$ cat src/rtl/uart_rx_ctrl.sv
// uart_rx_ctrl: sequences the UART receiver datapath.
// Generates the oversample tick, gates new frames via rx_enabled, captures each
// completed byte into a show-ahead FIFO and flags overrun / idle timeout.
// Ports:
//   clk, rstN               clock, synchronous active-low reset
//   cfg_en, cfg_div         host receive enable, tick period minus 1
//   rx_busy, rx_done, rx_data  receiver status and assembled byte
//   rx_enabled, s_tick      receiver frame permit, one-cycle oversample tick
//   rd_en, rd_data          FIFO pop and show-ahead head
//   fifo_empty/full/count   FIFO status
//   overrun, clr_overrun    sticky dropped-byte flag and its clear
//   rx_timeout              one-cycle inter-byte idle timeout pulse
module uart_rx_ctrl #(
   parameter int unsigned DIV_W         = 16,
   parameter int unsigned FIFO_DEPTH    = 8,
   parameter int unsigned TIMEOUT_TICKS = 640
) (
   input  logic                          clk,
   input  logic                          rstN,
   input  logic                          cfg_en,
   input  logic [DIV_W-1:0]              cfg_div,
   input  logic                          rx_busy,
   input  logic                          rx_done,
   input  logic [7:0]                    rx_data,
   output logic                          rx_enabled,
   output logic                          s_tick,
   input  logic                          rd_en,
   output logic [7:0]                    rd_data,
   output logic                          fifo_empty,
   output logic                          fifo_full,
   output logic [$clog2(FIFO_DEPTH):0]   fifo_count,
   output logic                          overrun,
   input  logic                          clr_overrun,
   output logic                          rx_timeout
);

   localparam int unsigned PTR_W = $clog2(FIFO_DEPTH);
   localparam int unsigned CNT_W = PTR_W + 1;
   localparam int unsigned TO_W  = $clog2(TIMEOUT_TICKS + 1);

   typedef enum logic [2:0] {
      ST_OFF,
      ST_ARM,
      ST_RX,
      ST_HOLD,
      ST_STOP
   } state_t;

   state_t             state;
   state_t             state_nxt;
   logic [DIV_W-1:0]   tick_cnt;
   logic               done_q;
   logic [7:0]         mem [FIFO_DEPTH];
   logic [PTR_W-1:0]   wr_ptr;
   logic [PTR_W-1:0]   rd_ptr;
   logic [PTR_W-1:0]   rd_ptr_nxt;
   logic [CNT_W-1:0]   count_nxt;
   logic [TO_W-1:0]    to_cnt;
   logic               push;
   logic               pop;
   logic               wr;
   logic               full_nxt;
   logic               to_clr;
   logic               to_inc;
   logic [7:0]         head_nxt;

   // Next state; RX decides HOLD vs ARM on the occupancy after this cycle.
   function automatic state_t next_state(input state_t s, input logic en,
                                         input logic busy, input logic full,
                                         input logic full_after);
      next_state = s;
      case (s)
         ST_OFF:  if (en) next_state = ST_ARM;
         ST_ARM: begin
            if (!en)       next_state = ST_OFF;
            else if (busy) next_state = ST_RX;
            else if (full) next_state = ST_HOLD;
         end
         ST_RX: begin
            if (!en)        next_state = ST_STOP;
            else if (!busy) next_state = full_after ? ST_HOLD : ST_ARM;
         end
         ST_HOLD: begin
            if (!en)        next_state = ST_OFF;
            else if (!full) next_state = ST_ARM;
         end
         ST_STOP: begin
            if (!busy)    next_state = ST_OFF;
            else if (en)  next_state = ST_RX;
         end
         default: next_state = ST_OFF;
      endcase
   endfunction

   // Capture/FIFO control: a dropped byte still counts as a push for the timeout.
   assign push       = rx_done & ~done_q & (state != ST_OFF);
   assign pop        = rd_en & ~fifo_empty;
   assign wr         = push & (~fifo_full | pop);
   assign count_nxt  = fifo_count + CNT_W'(wr) - CNT_W'(pop);
   assign full_nxt   = (count_nxt == CNT_W'(FIFO_DEPTH));
   assign rd_ptr_nxt = pop ? rd_ptr + PTR_W'(1) : rd_ptr;
   // Head bypasses the array when the incoming byte lands at the new head slot.
   assign head_nxt   = (wr && (wr_ptr == rd_ptr_nxt)) ? rx_data : mem[rd_ptr_nxt];
   assign to_clr     = push | pop | (state != ST_ARM) | fifo_empty;
   assign to_inc     = ~to_clr & s_tick & (to_cnt < TO_W'(TIMEOUT_TICKS));
   assign state_nxt  = next_state(state, cfg_en, rx_busy, fifo_full, full_nxt);

   // FSM and frame permit
   always_ff @(posedge clk) begin
      if (!rstN) begin
         state      <= ST_OFF;
         rx_enabled <= 1'b0;
      end else begin
         state      <= state_nxt;
         rx_enabled <= (state_nxt == ST_ARM) || (state_nxt == ST_RX);
      end
   end

   // Tick generator; >= makes a live divisor decrease wrap on the next cycle
   always_ff @(posedge clk) begin
      if (!rstN || state == ST_OFF) begin
         tick_cnt <= '0;
         s_tick   <= 1'b0;
      end else if (tick_cnt >= cfg_div) begin
         tick_cnt <= '0;
         s_tick   <= 1'b1;
      end else begin
         tick_cnt <= tick_cnt + DIV_W'(1);
         s_tick   <= 1'b0;
      end
   end

   // FIFO storage (not reset)
   always_ff @(posedge clk) begin
      if (rstN && wr) mem[wr_ptr] <= rx_data;
   end

   // FIFO pointers, status and overrun
   always_ff @(posedge clk) begin
      if (!rstN) begin
         done_q     <= 1'b0;
         wr_ptr     <= '0;
         rd_ptr     <= '0;
         fifo_count <= '0;
         fifo_empty <= 1'b1;
         fifo_full  <= 1'b0;
         rd_data    <= '0;
         overrun    <= 1'b0;
      end else begin
         done_q     <= rx_done;
         if (wr) wr_ptr <= wr_ptr + PTR_W'(1);
         rd_ptr     <= rd_ptr_nxt;
         fifo_count <= count_nxt;
         fifo_empty <= (count_nxt == '0);
         fifo_full  <= full_nxt;
         if (wr || pop) rd_data <= head_nxt;
         if (push && fifo_full && !pop) overrun <= 1'b1;
         else if (clr_overrun)          overrun <= 1'b0;
      end
   end

   // Idle timeout: counts ticks while bytes wait in ARM, pulses once, then saturates
   always_ff @(posedge clk) begin
      if (!rstN) begin
         to_cnt     <= '0;
         rx_timeout <= 1'b0;
      end else begin
         if (to_clr)      to_cnt <= '0;
         else if (to_inc) to_cnt <= to_cnt + TO_W'(1);
         rx_timeout <= to_inc && (to_cnt == TO_W'(TIMEOUT_TICKS - 1));
      end
   end

endmodule
$ cat config.mk
export PLATFORM = sky130hd
export DESIGN_NAME = uart_rx_ctrl
export DESIGN_NICKNAME = d
export VERILOG_FILES = /design/src/rtl/uart_rx_ctrl.sv
export SDC_FILE = /design/constraint.sdc
export NUM_CORES = 1
export LEC_CHECK = 0
export CAP_MARGIN = 5
export CORE_MARGIN = 5
export CORE_UTILIZATION = 50
export CTS_BUF_LIST = sky130_fd_sc_hd__clkbuf_8
export DETAILED_ROUTE_END_ITERATION = 12
export PLACE_DENSITY = 0.7
export SLEW_MARGIN = 20
export SYNTH_ARGS = -nofsm -noshare
export SYNTH_HDL_FRONTEND = slang
export SYNTH_SLANG_ARGS = --single-unit
$ cat constraint.sdc
create_clock -name clk -period 5.4 [get_ports clk]
set_input_delay 0.81 -clock clk [delete_from_list [all_inputs] [get_ports clk]]
set_output_delay 0.81 -clock clk [all_outputs]
set_load 0.02 [all_outputs]
### After elaboration in Yosys (flattened, before gate mapping)

Memories as Yosys holds them, arrays and structs flattened. A register that Yosys moved wholly into a read port is not among the register bits.
Index checks and enable logic that the tools add are counted.

* flip-flop bits (word level): 46
* bits in writable memories: 64
* output and inout bits: 18
* logic and storage cells: 80
* memories kept: 1

* add/sub/neg operators: 6
* order comparisons: 2
* equal/unequal tests: 9
* multiplexer cells: 18
* bitwise operators: 15
* reductions and logical operators: 16

Memories
* mem: words 8, bits a word 8, rd ports 1, clocked after Yosys merged registers in 1, wr ports 1, RTL line 53 `logic [7:0] mem [FIFO_DEPTH];`

Operator list (count)
* $mux W3: 11
* $add A16 B1 Y16 const B: 1
* $ge A16 B16 Y1: 1
* $pmux W3 S5: 1
* $add A10 B1 Y10 const B: 1
* $eq A10 B10 Y1 const B: 1
* $lt A10 B10 Y1 const B: 1
* $eq A3 B2 Y1 const B: 3
* $add A3 B1 Y3 const B: 2
* $and A1 B1 Y1: 6
* $eq A3 B1 Y1 const B: 2
* $mux W1: 5
* $not A1 Y1: 5
* $add A4 B1 Y4: 1
* $eq A4 B4 Y1 const B: 1
* $logic_and A1 B1 Y1: 4
* $logic_not A4 Y1: 1
* $or A1 B1 Y1: 4
* $reduce_or A2 Y1: 2
* $sub A4 B1 Y4: 1
* $eq A3 B3 Y1 const B: 1
* $logic_not A1 Y1: 3
* $logic_not A3 Y1: 1
* $logic_or A1 B1 Y1: 3
* 4 further kinds: 4

### Logic depth before layout (Yosys ltp)

* depth in word-level cells: 13
* mapped depth: 13

### Worst setup path before layout

No wires, ideal clock.

* path type: input -> register
* start: input rd_en
* end: register rx_enabled
* library setup time: 0.126 ns
* arrival: 3.157 ns
* required time: 5.274 ns
* slack: 2.117 ns
* stages on the path: 12
* buffers on the path: 2
* path through: nand2b_1 buf_6 buf_2 a211oi_2 inv_1 ha_1 ha_1 fa_1 xor2_1 nor3_1 and3_1 o21ai_0

* cells in the longest elaborated chain, start to end: 12

RTL lines
* start, declared: RTL line 27 `input logic rd_en,`
* $and A1 B1 Y1 (*): RTL line 97 `assign pop = rd_en & ~fifo_empty;`
* $or A1 B1 Y1: RTL line 98 `assign wr = push & (~fifo_full | pop);`
* $and A1 B1 Y1: RTL line 98
* $add A4 B1 Y4: RTL line 99 `assign count_nxt = fifo_count + CNT_W'(wr) - CNT_W'(pop);`
* $sub A4 B1 Y4 (*): RTL line 99
* $eq A4 B4 Y1 (*): RTL line 100 `assign full_nxt = (count_nxt == CNT_W'(FIFO_DEPTH));`
* $mux W2 (*): RTL line 81 `else if (!busy) next_state = full_after ? ST_HOLD : ST_ARM;`
* $mux W3 (*): RTL line 81
* $mux W3 (*): RTL line 80 `if (!en) next_state = ST_STOP;`
* $pmux W3 S5 (*): RTL line 72 `case (s)`
* $eq A3 B1 Y1 / $eq A3 B2 Y1 (equally long branches): RTL line 115 `rx_enabled <= (state_nxt == ST_ARM) || (state_nxt == ST_RX);`
* $logic_or A1 B1 Y1 (*): RTL line 115
* end signal, assigned: RTL line 115
* end, declared: RTL line 25 `output logic rx_enabled,`

Mark *: on every way between the ends. The rest lies on a longest branch, timed or not.
A chain may end at the register's enable or synchronous reset.

### Worst setup path after layout

Same ends and word-level chain as after synthesis.

==> results by group <==
Timing
  • Post-route setup TNS: 0 ns
  • RSZ-0062 raised after global routing: false
  • Max Fclk: 282 MHz
  • Final hold vios: 0
  • Fin crit share: 65.6%
  • Tightest Pin Transition: 1.01 ns
  • Slew headroom: 31.9%
  • Min cycle time layout: 3.54 ns
  • Final setup violation count: 0
  • Clock Skews: 0.0105 ns
  • Final slew viol count: 0
  • Fin worst setup slack: 1.86 ns

Power
  • Flop pwr share: 39.1%
  • Net Sw Power: 822 uW
  • Pint: 1820 uW
  • Comb pwr share: 27.6%
  • P per Cell Area: 369 nW/um2
  • Leakage: 0.00259 uW
  • Clock Power Share: 33.3%
  • Net Sw Frac: 31.1%
  • Max IR drop VDD: 0.000249 V

Logic synthesis
  • Distinct cells, synth: 57
  • Post-Syn Area: 6110 um2
  • Syn_nets: 676
  • Yosys reg bits: 118
  • Top cells by count, synth: nand2_1 (70), edfxtp_1 (64), a21oi_1 (57)
  • Syn Area/Cell: 9.86 um2
  • Post-synthesis sequential area ratio: 49.2%
  • Number of synthesized flops with an enable pin: 64
  • Top post-synthesis cells by area: edfxtp_1 (31%), dfxtp_1 (18%), nand2b_1 (5.2%), ha_1 (5.1%), a21oi_1 (4.7%)
  • Main synth FF type: edfxtp_1
  • FFs w/ async S/R, synth: 0%
  • Count leader, synth: nand2_1
  • Post-Syn Instances: 619
  • YS warnings: 0
  • Yosys top cell area share: 31.5%
  • Yosys top cell by area: edfxtp_1

Drt
  • DRT iter0 DRCs: 327
  • Via/cell ratio: 5.74
  • DRT Pass-1 Iters: 7
  • DR WL/cell: 17.4 um
  • DRC errors left: 0
  • Final WL: 14300 um
  • Routed Antenna Nets: 0
  • DR vias: 4721

CTS
  • CTS H-tree depth: 4
  • CTS root buf: clkbuf_8
  • Count of hold-fix buffers inserted at cts: 0
  • TritonCTS clock tree: done
  • Post-CTS sizing: 0
  • Clock transition at the registers of the reported paths: 0.07 ns
  • Total CTS buffers: 17
  • CTS Sinks: 118
  • Setup repair bufs after CTS: 0
  • Worst-Skew Late Latency: 0.43 ns
  • Clock buffer depth: 2

Floorplanning
  • Row Count: 40
  • Die W: 121 um
  • Die area: 14500 um2
  • Boundary Pins: 49
  • Area of the core: 12000 um2
  • Die Ht: 121 um
  • Initial core utilization: 50.8%

Place
  • Dpl hpwl: 9320 um
  • I/O Buffers: 48
  • Placer Congestion: 0.868
  • Area after DPL: 6700 um2
  • Pre-CTS WS: 1.48 ns

Global route
  • Initial antenna violation count: 0
  • Vias in the first global route: 4674
  • Remaining Overflow, GRT: 0
  • Gr usage total: 20.2%
  • Largest net degree at the start of global routing: 103
  • First-pass GRT wire length: 23100 um

Min path
  • Type of the most critical hold path: reg -> reg

Setup path
  • CP Launch Type: primary input
  • CP Class: in -> reg
  • CP endpoint kind: flip-flop
  • Crit path cell chain: clkdlybuf4s50_1 > nand2b_1 > a211oi_2 > inv_1 > ha_1 > ha_1 > fa_1 > xor2_1 > nor3_1 > and3_1 > o21ai_0
  • Highest-delay cell along the critical path: clkdlybuf4s50_1
  • Max stage delay on crit path: 0.57 ns
  • Most frequent CP cell: ha_1
  • Worst-path maximum fanout: 7
  • Worst path required time: 5.71 ns
  • Critical Path AT: 3.85 ns

Cells and area
  • Multi-input gate area: 2870 um2
  • Design area: 7140 um2
  • Post-layout nets: 719
  • Share of post-route cells with drive strength above 1: 7.70%
  • Storage element area: 3000 um2
  • # fillers: 1005
  • Synth-to-layout area growth: 17.0%
  • ANT cells: 0
  • Fin util: 59.5%

Job
  • Maxcap violations: 0

Status
  • Status: completed
cell families (layout without fill, tap and decap cells):
logic type | Yosys count | count (layout) | share of synthesized area (%)
simple gates | 246 | 246 | 21.4
xor+xnor | 36 | 36 | 5.47
buf+inv | 62 | 118 | 4.43
mux | 8 | 8 | 1.31
flops | 118 | 118 | 49.2
fa+ha+maj | 26 | 26 | 5.45
compound gates | 123 | 123 | 12.8
worst paths after layout:
path	startpoint	endpoint	slack, ns	cells after the start
max	rd_en	rx_enabled	1.86	11
min	to_cnt[1]	to_cnt[1]	0.49	2
max reg2reg	fifo_empty	rx_enabled	2.32	10
min reg2reg	to_cnt[1]	to_cnt[1]	0.49	2
placed cells by master (no fill, tap or decap), types with 6 or more instances in the layout:
cell	n
nand2b_1	51
edfxtp_1	64
xor2_1	14
clkbuf_8	18
ha_1	25
nand3_1	17
a21oi_1	57
nor3_1	28
inv_1	30
and3_1	16
clkdlybuf4s50_1	48
xnor2_1	21
o21ai_0	26
buf_4	8
mux2i_1	8
o2111ai_1	7
nor2b_1	6
dfxtp_1	53
and2_1	7
a221o_1	8
nand2_1	70
nor2_1	21
area by class of cell:
| type | count | area share [%] |
|---|---|---|
| inverters | 30 | 1.65 |
| clock inverters | 14 | 2.54 |
| clock buffers | 18 | 3.47 |
| multi-input cells | 439 | 40.2 |
| well taps | 147 | 2.57 |
| flip-flops and latches | 118 | 42.0 |
| repair buffers | 56 | 7.57 |
registers in the layout, indices dropped and copies added (netlist names), 3 cells and up:
| register | cells |
|---|---|
| mem | 64 |
| tick_cnt | 16 |
| to_cnt | 10 |
| rd_data | 8 |
| fifo_count | 4 |
| rd_ptr | 3 |
| state | 3 |
| wr_ptr | 3 |
worst max-delay path, delay by kind of cell:
| kind | cells | cell delay [ns] |
|---|---|---|
| AO/OA/AOI/OAI | 2 | 0.49 |
| XOR/XNOR | 1 | 0.16 |
| adder cells (fa/ha/maj) | 3 | 0.95 |
| buffers and inverters | 2 | 0.83 |
| AND/OR/NAND/NOR | 3 | 0.62 |
through the flow:
step | hold slack, ns | std cells | power (uW)
floorplan | 0.436 | 619 | 1560
global placement | 0.462 | 790 | 1750
detailed placement | 0.478 | 790 | 1770
CTS | 0.499 | 822 | 2650
global route | 0.516 | 822 | 2770
finish | 0.491 | 822 | 2640
power groups by stage:
stage | registers [uW] | logic (uW) | clock network, uW
after CTS | 1030 | 728 | 889
final | 1030 | 728 | 879
after floorplan | 1070 | 482 | 0
after detailed placement | 1050 | 719 | 0
after global placement | 1050 | 700 | 0
after global routing | 1040 | 801 | 931
metal layers:
metal	vias to the layer above	part of all wire (%)	GRT usage [%]
met2	121	50	34.8
li1	2296	-	-
met5	-	0	0
met3	13	5.3	4.68
met1	2291	44	25.4
met4	0	1.1	5.88
Note: power is estimated with default switching activity, not from simulation.
